===== config.mk =====
export PLATFORM = sky130hd
export DESIGN_NAME = fetch_ctrl
export DESIGN_NICKNAME = d
export VERILOG_FILES = /design/src/rtl/fetch_ctrl.sv
export SDC_FILE = /design/constraint.sdc
export NUM_CORES = 1
export LEC_CHECK = 0
export ABC_AREA = 1
export BUFFER_PORTS_ARGS = -buffer_cell sky130_fd_sc_hd__buf_2
export CORE_MARGIN = 2
export CORE_UTILIZATION = 45
export CTS_BUF_LIST = sky130_fd_sc_hd__clkbuf_16
export CTS_CLUSTER_DIAMETER = 150
export DETAILED_ROUTE_END_ITERATION = 8
export PLACE_DENSITY_LB_ADDON = 0.05
export SLEW_MARGIN = 20
export SYNTH_ARGS = -nofsm -noshare
export SYNTH_HDL_FRONTEND = slang
export SYNTH_SLANG_ARGS = --single-unit

===== constraint.sdc =====
create_clock -name clk -period 7.39 [get_ports clk]
set_clock_uncertainty 0.2 [all_clocks]
set_input_delay 2.217 -clock clk [delete_from_list [all_inputs] [get_ports clk]]
set_output_delay 2.217 -clock clk [all_outputs]
set_load 0.05 [all_outputs]

===== src/rtl/fetch_ctrl.sv =====
// rtl/fetch_ctrl.sv - fetch-stage PC sequencer with redirect, stall and interrupt vector entry
//
// Purpose:
//   Owns the program counter and drives the instruction memory address.
//   Each edge it chooses the next PC from one of four sources:
//     - sequential increment
//     - stall hold
//     - branch/jump redirect
//     - interrupt entry
//   Interrupt entry reads a 32-bit handler address from two reserved words.
//   It reads the high half at INT_VEC_ADDR and the low half at INT_VEC_ADDR+1.
//   It then loads that address into the PC.
//
// Parameters:
//   RESET_PC      PC loaded on reset; lower words are reserved for vectors
//   INT_VEC_ADDR  word address of the handler vector high half
//
// Ports:
//   clk            clock, all state updates on posedge
//   rst            asynchronous active-high reset
//   stall          hold request from decode/hazard logic
//   redirect_valid taken branch/jump/return this cycle
//   redirect_pc    redirect target PC
//   irq            level interrupt request, held until int_ack
//   imem_data      instruction memory data for imem_addr (same cycle)
//   imem_addr      instruction memory word address
//   instr          registered fetched instruction
//   pc_out         PC of instr
//   instr_valid    instr/pc_out hold a real instruction (0 = bubble)
//   ret_pc         PC to resume after the interrupt
//   int_ack        one-cycle pulse when the handler PC is loaded
//   busy           high while the interrupt sequence is running

module fetch_ctrl #(
  parameter logic [31:0] RESET_PC     = 32'h0000_0020,
  parameter logic [19:0] INT_VEC_ADDR = 20'h0_0000
) (
  input  logic        clk,
  input  logic        rst,
  input  logic        stall,
  input  logic        redirect_valid,
  input  logic [31:0] redirect_pc,
  input  logic        irq,
  input  logic [15:0] imem_data,
  output logic [19:0] imem_addr,
  output logic [15:0] instr,
  output logic [31:0] pc_out,
  output logic        instr_valid,
  output logic [31:0] ret_pc,
  output logic        int_ack,
  output logic        busy
);

  typedef enum logic [1:0] {
    RUN    = 2'd0,
    INT_HI = 2'd1,
    INT_LO = 2'd2
  } state_t;

  state_t      state;
  logic [31:0] pc;
  logic [15:0] vec_hi;

  // The address is decoded straight from registers.
  // A reset mid-sequence therefore shows RESET_PC on the bus immediately.
  always_comb begin
    imem_addr = pc[19:0];
    case (state)
      INT_HI:  imem_addr = INT_VEC_ADDR;
      INT_LO:  imem_addr = INT_VEC_ADDR + 20'd1;
      default: imem_addr = pc[19:0];
    endcase
  end

  always_ff @(posedge clk or posedge rst) begin
    if (rst) begin
      state       <= RUN;
      pc          <= RESET_PC;
      vec_hi      <= 16'h0000;
      instr       <= 16'h0000;
      pc_out      <= 32'h0000_0000;
      instr_valid <= 1'b0;
      ret_pc      <= 32'h0000_0000;
      int_ack     <= 1'b0;
      busy        <= 1'b0;
    end else begin
      // int_ack is a single-cycle pulse.
      // Only the INT_LO branch below sets it.
      int_ack <= 1'b0;
      case (state)
        RUN: begin
          if (redirect_valid) begin
            // A redirect wins over stall and irq.
            // A pending irq stays pending and is taken afterwards.
            // Its return address is then the redirect target.
            pc          <= redirect_pc;
            instr_valid <= 1'b0;
          end else if (irq && !stall) begin
            // The word at pc is not fetched.
            // It becomes the resume point instead.
            ret_pc      <= pc;
            instr_valid <= 1'b0;
            busy        <= 1'b1;
            state       <= INT_HI;
          end else if (stall) begin
            // Everything holds.
            // A deferred irq is re-evaluated once stall drops.
            pc          <= pc;
          end else begin
            instr       <= imem_data;
            pc_out      <= pc;
            instr_valid <= 1'b1;
            pc          <= pc + 32'd1;
          end
        end

        INT_HI: begin
          // redirect/stall/irq are ignored for the whole vector fetch.
          vec_hi <= imem_data;
          state  <= INT_LO;
        end

        INT_LO: begin
          // The vector is not range-checked.
          // A handler inside the reserved region is allowed.
          pc      <= {vec_hi, imem_data};
          int_ack <= 1'b1;
          busy    <= 1'b0;
          state   <= RUN;
        end

        default: begin
          busy  <= 1'b0;
          state <= RUN;
        end
      endcase
    end
  end

endmodule


== Word-level counts from Yosys, hierarchy flattened ==
Cells that the tools add are included.
Storage, ports and cells
  flip-flop bits (word level): 133
  word-level logic and storage cells: 46
  output and inout bits: 103
Operators by class
  add/subtract/negate cells: 1
  reduce and logical (&&, ||, !) cells: 10
  muxes and demuxes: 15
  eq/ne operators: 7
  bitwise gates (word level): 4
Operator list (count)
  $mux 32: 3
  $pmux 32 s2: 1
  $pmux 20 s2: 1
  $add 32x1->32 const B: 1
  $reduce_and 3->1: 3
  $mux 1: 6
  $ne 3x3->1 const B: 2
  $mux 2: 2
  $ne 2x2->1 const B: 2
  $not 1->1: 4
  $pmux 2 s2: 1
  $reduce_and 2->1: 2
  $reduce_and 4->1: 1
  $ne 3x1->1 const B: 1
  $eq 2x1->1 const B: 1
  $eq 2x2->1 const B: 1
  $logic_not 2->1: 1
  $pmux 1 s2: 1
  $reduce_bool 2->1: 1
  $logic_and 1x1->1: 1
  $logic_not 1->1: 1

== Longest topological paths before layout ==
Gate-level depths: netlist (run 1).
  depth in word-level cells: 5
  mapped depth: 10
  depth with buffers taken out: 10

== Worst setup path before layout (run 1) ==
Ideal clock, no wire load.
  kind: register -> output
  from: register state[0]
  to: output port imem_addr[0]
  setup slack: 3138 ps
  path buffers: 0
  data arrival time: 1835 ps
  required time: 4973 ps
  cell stages (with the launch flop): 4
  path through: dfrtp_1 -> inv_1 -> ha_1 -> o21ai_0
Between the ends
  cells in the longest elaborated chain, start to end: 2
  elaborated cells on any way between the ends: 3
  those cells by class: eq/ne (2); mux (1)
Ends and longest elaborated chain
  start: declaration: line 60  | state_t state;
  start signal: assignment: line 77  | state <= RUN;
  start signal: assignment: line 104  | state <= INT_HI;
  start signal: assignment: line 120  | state <= INT_LO;
  $eq 2x2->1 or $eq 2x1->1 (tied branches): line 68  | case (state)
  $pmux 20 s2 (*): line 68
  end: declaration: line 45  | output logic [19:0] imem_addr,
Mark *: on every way between the ends. The rest lies on a longest branch, timed or not.

== Worst setup path in the final report (run 1) ==
Same ends and word-level chain as after synthesis.

==> results of run 1 <==
cell type report:
class | instances | area (µm²)
fill | 1361 | 6053
sequential | 133 | 3329
multi-input combinational | 595 | 2718
timing repair buffer | 158 | 798.3
clock buffer | 17 | 425.4
inverter | 65 | 246.5
tap | 180 | 225.2
clock inverter | 15 | 138.9
through the flow:
step	instance area [µm²]	utilization	hold slack, ps	cells	setup WS, ps
detailed placement	7315	0.5249	262.1	1131	2532
global route	7881	0.5656	290.7	1163	2643
CTS	7879	0.5654	280.5	1163	2792
global placement	7315	0.5249	260.4	1131	2604
floorplan	6467	-	289.1	836	1420
finish	7881	0.5656	275.0	1163	2779
state kept, by name, summed over array words and instances (netlist names):
register and cells:
instr_valid 1, pc_out 32, vec_hi 16, state 2, pc 32, ret_pc 32
int_ack 1, instr 16, busy 1
synthesized netlist by cell type, drive strengths merged:
| cell | instances |
|---|---|
| nand2 | 207 |
| nor2 | 147 |
| dfrtp | 132 |
| o21ai | 107 |
| a21oi | 72 |
| inv | 65 |
| nand3 | 36 |
| clkbuf | 24 |
| buf | 19 |
| xor2 | 10 |
| ha | 5 |
| a22oi | 4 |
| o211ai | 3 |
| and2 | 2 |
| dfstp | 1 |
| nor3 | 1 |
| o22ai | 1 |
cells by family (layout without fill, tap and decap cells):
| kind of cell | Yosys count | in the layout |
|---|---|---|
| AOI/OAI and AO/OA | 187 | 187 |
| xor gates and xnor gates | 10 | 10 |
| adders and majority gates | 5 | 5 |
| buffers and inverters | 108 | 255 |
| DFF | 133 | 133 |
| and+or+nand+nor | 393 | 393 |
worst max-delay path: cells and delay by family, from the launching register on:
kind | cells | cell delay [ps]
AO/OA/AOI/OAI | 1 | 100
adder cells (fa/ha/maj) | 1 | 770
buffers and inverters | 2 | 390
flip-flops | 1 | 390
AND/OR/NAND/NOR | 1 | 120
metal layers:
metal | global-route usage | vias to the layer above | part of all wire | routed length, µm
li1 | - | 2941 | - | -
met1 | 0.3531 | 2799 | 0.47 | 8661
met2 | 0.3740 | 220 | 0.44 | 8203
met3 | 0.05769 | 27 | 0.068 | 1254
met4 | 0.08878 | 0 | 0.020 | 379
met5 | 0 | - | 0 | 0
path summary, 6_finish.rpt:
check                           start           end  cells past startpoint
hold reg to reg            pc_out[28]    pc_out[28]                      2
max in group asynchronous         rst      instr[8]                      3
setup / recovery             state[0]  imem_addr[0]                      5
hold / removal             pc_out[28]    pc_out[28]                      2
setup reg to reg             state[0]        pc[14]                      9
min in group asynchronous         rst    pc_out[10]                      2
==> impl_metrics.toml, run 1 <==
[cells_and_area]
n_antenna_cell = 0
layout-drive-gt1-share = 0.2096
nNetsFinal = 1028
final_cell_mix = "nand2_1 (204), buf_2 (155), nor2_1 (141)"
final_common_cell = "nand2_1"
area_growth_pct = 21.86

[yosys]
yosys.area_share.simple = 0.2447
synth_top_area_frac = 0.5107
yosysUniqueCellTypes = 25
seq_area_frac_synth = 0.5148
synthAdderAreaFrac = 0.009673
syn_inst = 836
ys_ff_latch = 133
synth_top_family_by_area = "simple AND/OR/NAND/NOR gates"
netlist_area_um2 = 6467
synth_compound_area_frac = 0.1492
ys_warn_count = 0
synth_xor_area_frac = 0.01354
syn-mean-instance-area_um2 = 7.736
synth_mux_area_frac = 0
synth_largest_area_cell = "dfrtp_1"
synth_area_leaders = "dfrtp_1 (51%), nand2_1 (12%), nor2_1 (8.2%)"
synth_nets = 894

[place]
port_buffers = 155
gp_congestion = 0.9361
place_hpwl_mm = 13.24

[outcome]
status = "finished, final reports clean"

[clock_tree]
cts_buffer_depth = 2
clock_latency_ps = 420
postCtsSetupBuffers = 0
holdBufCountCts = 0
cts_tree = "yes"
cts-resized-gates = 0
htreeDepth = 4
clk_pin_slew_worst_paths_ps = 60
cts_sinks = 133
root_buffer = "clkbuf_16"
numCtsBuffers = 17

[critical_path]
crit_fanout = 21
start_kind = "register"
cp_slowest_cell = "ha_1"
worst_ep_required_time_ps = 4970
end_kind = "primary output"
arrival_ps = 2190
reg2reg_slack_ps = 4330
critical_path_class = "register to primary output"
critPathMaxStageDelay_ps = 770
path_cells = "inv_1 -> ha_1 -> nand2_1 -> o21ai_0 -> buf_2"

[sta]
slew_viol_final = 0
period_needed_ps = 4611
rsz0062_at_grt = "no"
hold_viol = 0
finalSetupViolCount = 0
fin_crit_sh = 0.6239
max_freq_ghz = 0.2169
fin_tns_setup_ps = 0
max-slew-margin-rel = 0.2726
tightestPinTransition_ps = 1087

[drt]
vias_per_cell = 5.148
drc_errors = 0
wire_per_inst_um = 15.91
wl_mm = 18.50
ant_nets = 0
routed-via-count = 5987
drt_iter0_markers = 438
drtPass1Iterations = 5

[floorplanning]
rows = 43
start_util = 0.4641
die_w_um = 123.9
ioPinCount = 156
core_area_um2 = 13930
design.die.area_um2 = 15350
dieHeight_um = 123.9

[run]
drv_cap = 0

[global_routing]
grt_pass1_vias = 5405
antenna_found_initial = 0
grt_max_degree = 98
overflow = 0
grt_usage = 0.2488
grt_pass1_wl_mm = 28.74

[hold_path]
hold_class = "register to register"
Power of run 1 is not shown: default switching activity piles up to over one toggle a cycle in this logic, so the estimate is an artifact.
==> run 2, diff against run 1 <==
==> constraint.sdc (replaced) <==
create_clock -name clk -period 4 [get_ports clk]
set_clock_uncertainty 0.2 [all_clocks]
set_input_delay 1.2 -clock clk [delete_from_list [all_inputs] [get_ports clk]]
set_output_delay 1.2 -clock clk [all_outputs]
set_load 0.05 [all_outputs]
==> run 2 against run 1 <==
Compared with the run above: non-clock buffer count grew 4; register-to-register slack got worse by 2600 ps; routed wire length down 0.96%; utilization rose by 0.66 points; count of clock-buffer cells in the layout is the same; critical path type unchanged; critical path depth unchanged; largest cell class unchanged; final cell count rose by 0.26%.
==> impl_metrics.toml, run 2 (synthesized netlist as in run 1, its figures left out) <==
[critical_path]
critical_path_class = "register to primary output"
critPathMaxStageDelay_ps = 780
cp_num_cells = 5
start_kind = "register"
worst_ep_required_time_ps = 2600
r2r_cells = 7
crit_family = "adder cells"
cp_slowest_cell = "ha_1"
cp.buffers_inverters = 2
path_cells = "inv_1 -> ha_1 -> nand2_1 -> o21ai_0 -> buf_2"
end_kind = "primary output"
crit_fanout = 21
arrival_ps = 2160

[hold_path]
holdPathStages = 2
hold_class = "register to register"

[global_routing]
busiest_layer = "met2"
grt_pass1_vias = 5475
use_met3 = 0.05311
grt_pass1_wl_mm = 29.25
antenna_found_initial = 1
grt_usage = 0.2537
grt.met2_usage = 0.3829
use_met1 = 0.3654
overflow = 0
grt_max_degree = 67

[sta]
finalSetupViolCount = 0
fin_crit_sh = 0.8911
slew_viol_final = 0
hold-worst-slack_ps = 274.1
tightestPinTransition_ps = 747.3
fin_tns_setup_ps = 0
setup_slack_ps = 435.6
max_freq_ghz = 0.2806
rsz0062_at_grt = "no"
period_needed_ps = 3564
max-slew-margin-rel = 0.5018
hold_viol = 0

[place]
pre_cts_slack_ps = 874.6
port_buffers = 155
gp_congestion = 0.9500
dp_cells = 1134
place_hpwl_mm = 13.34

[drt]
wl_mm = 18.32
drc_errors = 0
drtPass1Iterations = 5
routed-via-count = 5908
wire_per_inst_um = 15.71
vias_per_cell = 5.067
ant_nets = 0
drt_iter0_markers = 421

[cells_and_area]
largestRegisters = "pc x32, pc_out x32, ret_pc x32"
area_growth_pct = 23.27
n_antenna_cell = 0
nNetsFinal = 1032
final_cells = 1166
fillers = 1333
final_cell_mix = "nand2_1 (204), buf_2 (155), nor2_1 (141)"
layout-drive-gt1-share = 0.2079
final_common_cell = "nand2_1"

[clock_tree]
htreeDepth = 4
cts_tree = "yes"
holdBufCountCts = 0
clk_pin_slew_worst_paths_ps = 60
cts_sinks = 133
clock_latency_ps = 420
postCtsSetupBuffers = 0
cts-resized-gates = 0
cts_buffer_depth = 2
root_buffer = "clkbuf_16"
numCtsBuffers = 17

[outcome]
status = "finished, final reports clean"

[floorplanning]
rows = 43
ioPinCount = 156
dieHeight_um = 123.9
start_util = 0.4641
core_area_um2 = 13930
die_w_um = 123.9
design.die.area_um2 = 15350

[run]
drv_cap = 0
[run 2: worst register-to-register path, delay by kind of cell (launching register included)]
kind / cells / cell delay [ps]
AO/OA/AOI/OAI: 3 / 610
flip-flops: 1 / 400
buffers and inverters: 2 / 370
adder cells (fa/ha/maj): 1 / 360
AND/OR/NAND/NOR: 1 / 140
[run 2: stage by stage]
stage          cell area (µm²)  utilization
5_1_grt                   7973       0.5721
4_1_cts                   7945       0.5702
3_5_place_dp              7376       0.5293
3_3_place_gp              7376       0.5293
2_1_floorplan             6471            -
6_report                  7973       0.5721
[run 2: layout make-up]
class	count	area, µm²	area share
sequential	133	3329	0.4176
multi-input combinational	595	2723	0.3415
timing repair buffer	162	878.3	0.1102
clock buffer	17	425.4	0.05336
inverter	65	247.7	0.03107
tap	180	225.2	0.02825
clock inverter	14	143.9	0.01805
[run 2: worst paths after layout]
| check | start | to | slack [ps] |
|---|---|---|---|
| worst max register to register | state[0] | pc[19] | 1780 |
| min in group asynchronous | rst | ret_pc[30] | 580 |
| worst min-delay path | ret_pc[23] | ret_pc[23] | 270 |
| worst min register to register | ret_pc[23] | ret_pc[23] | 270 |
| max in group asynchronous | rst | pc_out[24] | 2460 |
| worst max-delay path | state[0] | imem_addr[0] | 440 |
[run 2: metal layers]
metal / vias to the layer above / wire length (µm)
met4: 2 / 284
met5: - / 13
met2: 200 / 8195
met3: 19 / 1162
met1: 2733 / 8663
li1: 2954 / -
Power of run 2 is left out for the same reason.
==> run 3, diff against run 2 <==
--- a/config.mk
+++ b/config.mk
@@ -13,6 +13,7 @@
 export CTS_CLUSTER_DIAMETER = 150
 export DETAILED_ROUTE_END_ITERATION = 8
 export PLACE_DENSITY_LB_ADDON = 0.05
+export RECOVER_POWER = 100
 export SLEW_MARGIN = 20
 export SYNTH_ARGS = -nofsm -noshare
 export SYNTH_HDL_FRONTEND = slang
==> run 3 against run 2 <==
Compared with the run above: the flow now finishes with violations (capacitance limit, slew limit); final cell count is the same; global-route usage unchanged; critical path depth is 1 lower; first-iteration DRC count is 11% higher; largest cell class unchanged; register-to-register slack worse by 700 ps.
==> impl_metrics.toml, run 3 (synthesized netlist as in run 1, its figures left out) <==
[sta]
finalSetupViolCount = 0
max-slew-margin-rel = -0.1217
fin_crit_sh = 0.9065
fin_tns_setup_ps = 0
hold_viol = 0
max_freq_ghz = 0.2758
slew_viol_final = 65
tightestPinTransition_ps = 1683
rsz0062_at_grt = "no"
period_needed_ps = 3626

[cells_and_area]
postLayoutCoreUtil = 0.5589
nNetsFinal = 1032
ff_latch_area_um2 = 3329
n_antenna_cell = 0
area_growth_pct = 20.41
final_common_cell = "nand2_1"
multi_input_area_um2 = 2689
largestRegisters = "pc x32, pc_out x32, ret_pc x32"
final_cell_mix = "nand2_1 (204), nor2_1 (141), dfrtp_1 (132)"
layout-drive-gt1-share = 0.09533
fillers = 1404

[global_routing]
overflow = 0
grt_usage = 0.2537
grt_pass1_vias = 5475
grt_pass1_wl_mm = 29.25
antenna_found_initial = 1
grt_max_degree = 67

[drt]
ant_nets = 0
wl_mm = 18.52
routed-via-count = 5905
drt_iter0_markers = 466
vias_per_cell = 5.064
drtPass1Iterations = 5
drc_errors = 0
wire_per_inst_um = 15.88

[clock_tree]
cts_sinks = 133
clock_latency_ps = 420
htreeDepth = 4
cts-resized-gates = 0
numCtsBuffers = 17
cts_tree = "yes"
root_buffer = "clkbuf_16"
holdBufCountCts = 0
postCtsSetupBuffers = 0
cts_buffer_depth = 2
clk_pin_slew_worst_paths_ps = 60

[place]
place_hpwl_mm = 13.34
gp_congestion = 0.9500
port_buffers = 155

[floorplanning]
core_area_um2 = 13930
design.die.area_um2 = 15350
die_w_um = 123.9
ioPinCount = 156
dieHeight_um = 123.9
start_util = 0.4641
rows = 43

[critical_path]
crit_family = "adder cells"
arrival_ps = 2230
start_kind = "register"
cp_slowest_cell = "ha_1"
reg2reg_slack_ps = 1080
end_kind = "primary output"
critPathMaxStageDelay_ps = 600
crit_fanout = 21
path_cells = "inv_1 -> ha_1 -> nor2_1 -> clkbuf_1"
critical_path_class = "register to primary output"
worst_ep_required_time_ps = 2600
cp.buffers_inverters = 2

[run]
drv_cap = 2

[hold_path]
hold_class = "register to register"

[outcome]
violations = "capacitance limit, slew limit"
status = "finished, violations left"
run 3: through the flow:
| stage | cell area, µm² | cells | hold WS [ps] | worst slack (ps) |
|---|---|---|---|---|
| after floorplan | 6471 | 836 | 289.1 | 765.4 |
| after global placement | 7376 | 1134 | 261.5 | 912.5 |
| after detailed placement | 7376 | 1134 | 268.1 | 874.6 |
| after CTS | 7945 | 1165 | 281.5 | 421.2 |
| after global routing | 7787 | 1166 | 303.8 | 155.6 |
| final | 7787 | 1166 | 278.4 | 374.0 |
run 3: layer usage:
layer	global-route usage	vias to the layer above	share of wire
met5	0	-	0.00070
met4	0.08381	2	0.016
met3	0.05311	21	0.066
met2	0.3829	198	0.44
met1	0.3654	2738	0.48
li1	-	2946	-
run 3: layout make-up:
class	instances	share of cell area
Multi-Input combinational cell	595	0.3453
Tap cell	180	0.02892
Timing Repair Buffer	162	0.09367
Inverter	65	0.03149
Clock inverter	14	0.01848
Sequential cell	133	0.4275
Clock buffer	17	0.05463
run 3: worst min-delay path, cell delays in order, from the launching register on:
cell     delay, ps
dfrtp_1        340
nand2_1         50
o21ai_0         50
run 3: path summary, 6_finish.rpt:
path | to | start | depth (start not counted)
setup / recovery | imem_addr[12] | state[0] | 4
hold / removal | ret_pc[23] | ret_pc[23] | 2
setup reg to reg | pc[4] | state[0] | 7
hold reg to reg | ret_pc[23] | ret_pc[23] | 2
max in group asynchronous | pc_out[4] | rst | 3
min in group asynchronous | ret_pc[30] | rst | 2
Power of run 3 is left out for the same reason.
